[src/rtl/serial_subtractor.sv]
// serial_subtractor
//   Bit-serial two's-complement subtractor: result = op1 - op2 (mod 2^WIDTH),
//   one bit per clock, LSB first. The subtraction is done as op1 + ~op2 + 1:
//   the carry is seeded with 1 and the subtrahend bits are inverted on the fly.
//
// Ports
//   clk     rising-edge clock
//   rst_n   asynchronous active-low reset
//   start   request, sampled only while idle
//   op1     minuend, captured on the accepting edge
//   op2     subtrahend, captured on the accepting edge
//   busy    high while bits are being processed (WIDTH cycles)
//   done    one-cycle pulse after the last bit; result/flags valid from then on
//   result  op1 - op2 of the last completed operation
//   ofFlag  signed overflow of the last completed operation
//   borrow  unsigned borrow (op1 < op2) of the last completed operation
module serial_subtractor #(
   parameter int WIDTH = 8
) (
   input  logic             clk,
   input  logic             rst_n,
   input  logic             start,
   input  logic [WIDTH-1:0] op1,
   input  logic [WIDTH-1:0] op2,
   output logic             busy,
   output logic             done,
   output logic [WIDTH-1:0] result,
   output logic             ofFlag,
   output logic             borrow
);

   localparam int CW = (WIDTH > 2) ? $clog2(WIDTH) : 1;

   typedef enum logic [1:0] {
      IDLE = 2'd0,
      RUN  = 2'd1,
      DONE = 2'd2
   } state_t;

   state_t           state_q, state_d;
   logic [WIDTH-1:0] a_q, a_d;
   logic [WIDTH-1:0] b_q, b_d;
   logic [WIDTH-1:0] acc_q, acc_d;      // partial result, filled from the MSB end
   logic [WIDTH-1:0] result_q, result_d;
   logic [CW-1:0]    cnt_q, cnt_d;
   logic             carry_q, carry_d;
   logic             sign1_q, sign1_d;
   logic             sign2_q, sign2_d;
   logic             of_q, of_d;
   logic             borrow_q, borrow_d;

   // One full-adder slice on the current LSBs, subtrahend inverted.
   logic nb, sum, cout;
   assign nb   = ~b_q[0];
   assign sum  = a_q[0] ^ nb ^ carry_q;
   assign cout = (a_q[0] & nb) | (a_q[0] & carry_q) | (nb & carry_q);

   always_comb begin
      state_d  = state_q;
      a_d      = a_q;
      b_d      = b_q;
      acc_d    = acc_q;
      result_d = result_q;
      cnt_d    = cnt_q;
      carry_d  = carry_q;
      sign1_d  = sign1_q;
      sign2_d  = sign2_q;
      of_d     = of_q;
      borrow_d = borrow_q;

      case (state_q)
         IDLE: begin
            if (start) begin
               a_d     = op1;
               b_d     = op2;
               sign1_d = op1[WIDTH-1];
               sign2_d = op2[WIDTH-1];
               carry_d = 1'b1;           // the +1 of the two's complement of op2
               cnt_d   = '0;
               acc_d   = '0;
               state_d = RUN;
            end
         end
         RUN: begin
            carry_d = cout;
            acc_d   = {sum, acc_q[WIDTH-1:1]};
            a_d     = a_q >> 1;
            b_d     = b_q >> 1;
            cnt_d   = cnt_q + CW'(1);
            if (cnt_q == CW'(WIDTH - 1)) begin
               // Last bit: sum is the result MSB, cout the final carry-out.
               result_d = acc_d;
               borrow_d = ~cout;
               of_d     = (sign1_q != sign2_q) && (sum != sign1_q);
               cnt_d    = '0;
               state_d  = DONE;
            end
         end
         DONE: begin
            state_d = IDLE;                // start is not looked at here
         end
         default: begin
            state_d = IDLE;
         end
      endcase
   end

   always_ff @(posedge clk or negedge rst_n) begin
      if (!rst_n) begin
         state_q  <= IDLE;
         a_q      <= '0;
         b_q      <= '0;
         acc_q    <= '0;
         result_q <= '0;
         cnt_q    <= '0;
         carry_q  <= 1'b0;
         sign1_q  <= 1'b0;
         sign2_q  <= 1'b0;
         of_q     <= 1'b0;
         borrow_q <= 1'b0;
      end else begin
         state_q  <= state_d;
         a_q      <= a_d;
         b_q      <= b_d;
         acc_q    <= acc_d;
         result_q <= result_d;
         cnt_q    <= cnt_d;
         carry_q  <= carry_d;
         sign1_q  <= sign1_d;
         sign2_q  <= sign2_d;
         of_q     <= of_d;
         borrow_q <= borrow_d;
      end
   end

   // busy/done decode straight from the state register, so both clear
   // the instant reset is asserted.
   assign busy   = (state_q == RUN);
   assign done   = (state_q == DONE);
   assign result = result_q;
   assign ofFlag = of_q;
   assign borrow = borrow_q;

endmodule
[config.mk]
export PLATFORM = sky130hd
export DESIGN_NAME = serial_subtractor
export DESIGN_NICKNAME = d
export VERILOG_FILES = /design/src/rtl/serial_subtractor.sv
export SDC_FILE = /design/constraint.sdc
export NUM_CORES = 1
export LEC_CHECK = 0
export CORE_MARGIN = 2
export CORE_UTILIZATION = 47
export DETAILED_ROUTE_END_ITERATION = 12
export GPL_TIMING_DRIVEN = 0
export PLACE_DENSITY = 0.75
export RECOVER_POWER = 50
export SLEW_MARGIN = 20
export SYNTH_ARGS = -nofsm -noshare
export SYNTH_HDL_FRONTEND = slang
export SYNTH_SLANG_ARGS = --single-unit
export TNS_END_PERCENT = 1
[constraint.sdc]
create_clock -name clk -period 1.34 [get_ports clk]
set_input_delay 0.268 -clock clk [delete_from_list [all_inputs] [get_ports clk]]
set_output_delay 0.268 -clock clk [all_outputs]
set_load 0.01 [all_outputs]
# --- Word level (Yosys, flattened, before mapping) ---
# Cells that the tools add are included.
op_classes:
  addsub: 1
  mux: 14
  bitwise: 9
  n_eq_ne: 7
  reduce_logical: 7
ops:
  columns: ["op", "count"]
  rows:
  - ["8-bit one-hot mux with 2 select lines", 3]
  - ["8-bit 2-to-1 mux", 3]
  - ["2-bit AND reduction", 4]
  - ["3-bit 2-to-1 mux", 2]
  - ["3-bit one-hot mux with 2 select lines", 1]
  - ["2-bit 2-to-1 mux", 2]
  - ["2-bit one-hot mux with 2 select lines", 1]
  - ["3-bit by 1-bit adder with 3-bit output (second input constant)", 1]
  - ["1-bit bitwise AND", 3]
  - ["3-bit equality test (second input constant)", 1]
  - ["2-bit by 1-bit equality test with 1-bit output (second input constant)", 1]
  - ["2-bit equality test (second input constant)", 1]
  - ["2-bit logical NOT", 1]
  - ["1-bit inequality test", 2]
  - ["2-bit by 1-bit inequality test with 1-bit output (second input constant)", 1]
  - ["2-bit inequality test (second input constant)", 1]
  - ["1-bit NOT", 2]
  - ["1-bit OR", 2]
  - ["1-bit one-hot mux with 2 select lines", 1]
  - ["2-bit nonzero test", 1]
  - ["1-bit bitwise XOR", 2]
  - ["1-bit logical AND", 1]
  - ["1-bit 2-to-1 mux", 1]
word_totals:
  output_inout_bits: 12
  elab_cells: 49
  regBits: 42

# --- Longest topological paths before layout ---
depth:
  word_depth: 5
  depth_mapped: 7

# --- Least setup slack after synthesis ---
# No wires, ideal clock.
synth_timing:
  path_type: "reg2reg"
  startpoint: "register cnt_q[0]"
  endpoint: "register borrow_q, in the netlist borrow"
  path_stages_with_launch: 6
  arrival_time_ns: 1.340
  setup_slack_ns: -0.125
  period_less_slack_ns: 1.465
  cell_sequence: "dfrtp_1 ha_1 ha_1 nand3b_4 buf_6 mux2_2"
synth_between:
  elab_chain_cells: 2
synth_rtl:
  columns: ["element", "line_no", "source"]
  rows:
  - ["from (decl)", "45", "logic [CW-1:0] cnt_q, cnt_d;"]
  - ["from (signal assigned)", "127", "cnt_q <= cnt_d;"]
  - ["3-bit equality test", "90", "if (cnt_q == CW'(WIDTH - 1)) begin"]
  - ["2-bit AND reduction (no line)", null, null]
  - ["to (signal assigned)", "132", "borrow_q <= borrow_d;"]
  - ["to (decl)", "50", "logic borrow_q, borrow_d;"]
# No other way between the ends.
# A chain may end at the register's enable or synchronous reset.

# --- Worst setup path in the final report ---
layout_timing:
  startpoint: "register state_q[1]"
  endpoint: "output port busy"
layout_between:
  elab_chain_cells: 1
layout_rtl:
  columns: ["element", "line_no", "source"]
  rows:
  - ["from (decl)", "40", "state_t state_q, state_d;"]
  - ["from (signal assigned)", "122", "state_q <= state_d;"]
  - ["2-bit by 1-bit equality test with 1-bit output", "138", "assign busy = (state_q == RUN);"]
  - ["to (decl)", "25", "output logic busy,"]
# No other way between the ends.

==> impl_metrics.json <==
{
  "ioPinCount": 31,
  "hold_viol": 0,
  "setup_tns_ns": -0.788,
  "ys_seq_elements": 41,
  "path_common_cell": "buf_6",
  "detail_route.vias_per_cell": 5.24,
  "routed_wl_um": 3820,
  "yosys_most_used_dff": "dfrtp_1",
  "synth-xor-area-share": 0,
  "yosysTopAreaCell": "dfrtp_1",
  "synth_fp_nets": 170,
  "powerDensity_mw_per_mm2": 2420,
  "drcViolationCount": 0,
  "rows": 22,
  "area_growth_pct": 35.6,
  "dieArea_mm2": 0.00444,
  "finalSetupViolCount": 14,
  "clk_latency_ns": 0.29,
  "synth_compound_area_frac": 0.130,
  "vias": 1278,
  "clock-sinks": 41,
  "firstDrtPassIters": 4,
  "rrSetupSlack_ns": -0.08,
  "yosys.area.top_type_share": 0.557,
  "timing.max_slew.rel_slack": 0.685,
  "async_flop_share": 1.00,
  "drive_gt1_frac": 0.255,
  "hold_slack_ns": 0.462,
  "synth.most_common_cell": "dfrtp_1",
  "r2r_cells": 5,
  "antenna_found_initial": 0,
  "required_ns": 1.07,
  "drt.antenna.violating_nets": 0,
  "p_leak_nw": 1.19,
  "outcome": "finished, violations left",
  "design_area_mm2": 0.00250,
  "muxShareOfSynthArea": 0.132,
  "fin_skew_ns": 0.00340,
  "top_layer": "met4",
  "worstSetupStartpointType": "flop",
  "reg2reg_to": "ofFlag$_DFFE_PN0P_",
  "grt_remaining_overflow": 0,
  "worstPathArrival_ns": 1.15,
  "grt_pass1_vias": 1355,
  "worstPathMaxFanout": 3,
  "rsz0062_at_grt": "true",
  "met3_length_um": 169,
  "synth_common_cells": "dfrtp_1, nand2_1, o21ai_1",
  "cts_tree": "done",
  "cts.clk_slew.worst_paths_ns": 0.07,
  "initial_core_util": 0.496,
  "syn-cell-area_mm2": 0.00184,
  "synthCells": 148,
  "nets": 217,
  "synth-edff-count": 0,
  "r2r_start": "a_q[0]$_DFFE_PN0P_",
  "wl_met2_um": 2040,
  "synth_top_family_by_area": "multiplexers",
  "total_power_w": 0.00604,
  "irDropWorstVdd_v": 0.00105,
  "design.core.area_mm2": 0.00372,
  "place_congestion": 0.744,
  "post-route-min-period_ns": 1.42,
  "synth.avg_cell_area_um2": 12.5,
  "cap_violations": 0,
  "slowest_delay_ns": 0.38,
  "max_freq_ghz": 0.704,
  "grt_first_pass_wirelength_um": 6410,
  "cpMaxStageDelayCell": "dfrtp_1",
  "yosysWarnings": 0,
  "routedWlPerCell_um": 15.7,
  "synth-adder-area-share": 0.0244,
  "cts-root-buf": "clkbuf_8",
  "cts.path.max_buffers": 2,
  "path_cells": "buf_6, nand2b_4, inv_12, buf_6",
  "drt_iter0_markers": 54,
  "critPathKind": "flop to primary output",
  "drt-met1-wl_um": 1600,
  "synth_top_cells_by_area": "dfrtp_1, mux2i_1, mux2_2",
  "synth_cell_types": 26,
  "seq_area_frac_synth": 0.557,
  "antennaDiodeCount": 0,
  "htreeDepth": 2,
  "dpl.hpwl_um": 2600,
  "grt_max_degree": 23,
  "end_kind": "primary output",
  "grt.total_usage": 0.194,
  "nFillCells": 291,
  "fp.dieH_um": 66.6,
  "tightestPinTransition_ns": 0.472,
  "post_dp_cell_area_mm2": 0.00226,
  "hp-class": "input pin to asynchronous set/reset pin",
  "fin_ws_ns": -0.0807,
  "finalCritPeriodShare": 1.06,
  "violations": "setup timing",
  "numCtsBuffers": 5,
  "portBuffers": 30,
  "synthSimpleGateAreaFrac": 0.0937,
  "final_max_slew_viol_count": 0,
  "die_x_um": 66.6
}
worst max-delay path, delay by kind of cell (launching register included):
kind | cells | cell delay, ns
flops | 1 | 0.38
buf+inv | 3 | 0.29
simple gates | 1 | 0.19
repair_timing:
action                                  4_1_cts  5_1_grt
hold buffers                                  1        0
endpoints found under the hold margin        19        0
gates resized for setup                      29       15
buffers inserted                              5        4
endpoints found under the setup margin       25       31
cloned                                        0        1
pin swaps                                     4        2
worst max path at each step:
stage | start | cells past startpoint | slack [ns] | endpoint
2_1_floorplan | cnt_q[0]$_DFFE_PN0P_ | 5 | -0.03 | borrow$_DFFE_PN0P_
3_5_place_dp | state_q[1]$_DFFE_PN0P_ | 6 | -0.45 | busy
4_1_cts | cnt_q[0]$_DFFE_PN0P_ | 5 | -0.12 | result[5]$_DFFE_PN0P_
5_1_grt | a_q[0]$_DFFE_PN0P_ | 5 | -0.15 | ofFlag$_DFFE_PN0P_
6_report | state_q[1]$_DFFE_PN0P_ | 4 | -0.08 | busy
3_3_place_gp | rst_n | 1 | -0.93 | a_q[3]$_DFFE_PN0P_
placed cells by master (no fill, tap or decap), types with 2 or more instances in the layout:
master / synthesis / final
buf_12: 2 / 3
nor2b_1: 3 / 3
buf_4: 1 / 8
nand2_1: 18 / 18
buf_8: 0 / 2
mux2_4: 0 / 10
and2b_1: 3 / 2
o21ai_0: 5 / 4
clkdlybuf4s50_1: 0 / 16
o21ai_1: 14 / 15
a21oi_1: 5 / 4
inv_2: 0 / 2
inv_1: 4 / 2
a22oi_1: 3 / 3
a22o_1: 8 / 8
dlygate4sd2_1: 0 / 11
dfrtp_1: 41 / 41
clkbuf_8: 0 / 6
nor2_1: 2 / 2
buf_6: 3 / 4
mux2i_1: 13 / 12
flip-flops by register name (all words and copies together), names as in the netlist, 2 cells and up:
register  flops
result        8
acc_q         7
a_q           8
cnt_q         3
state_q       2
b_q           8
through the flow:
| stage | setup WS [ns] | cells | util |
|---|---|---|---|
| 4_1_cts | -0.116 | 239 | 0.651 |
| 2_1_floorplan | -0.0307 | 148 | - |
| 6_report | -0.0807 | 244 | 0.672 |
| 3_3_place_gp | -0.927 | 226 | 0.602 |
| 5_1_grt | -0.146 | 244 | 0.672 |
| 3_5_place_dp | -0.454 | 227 | 0.608 |
power by group:
group / total [W] / switching (W) / leakage [nW] / internal [W]
Combinational: 0.00289 / 0.00129 / 0.609 / 0.00160
Sequential: 0.00213 / 0.000344 / 0.519 / 0.00179
Clock: 0.00102 / 0.000414 / 0.0585 / 0.000607
kinds of logic (layout without fill, tap and decap cells):
family | after synthesis | in the layout
buffers and inverters | 14 | 62
AND/OR/NAND/NOR | 30 | 30
adder cells (fa/ha/maj) | 3 | 3
AO/OA/AOI/OAI | 37 | 37
flip-flops | 41 | 41
multiplexers | 23 | 23
final cells by class:
cell class | count | area [um2] | share of cell area
sequential | 41 | 1030 | 0.411
multi-input combinational | 93 | 761 | 0.304
timing repair buffer | 42 | 420 | 0.168
clock buffer | 7 | 86.3 | 0.0346
buffer | 7 | 83.8 | 0.0336
tap | 48 | 60.1 | 0.0240
inverter | 5 | 31.3 | 0.0125
clock inverter | 1 | 30.0 | 0.0120
per-layer routing:
layer	GRT usage	vias to the layer above
met5	0	-
met2	0.346	36
met4	0.0230	0
met3	0.0507	2
li1	-	605
met1	0.243	635
(Power assumes the default switching activity.)
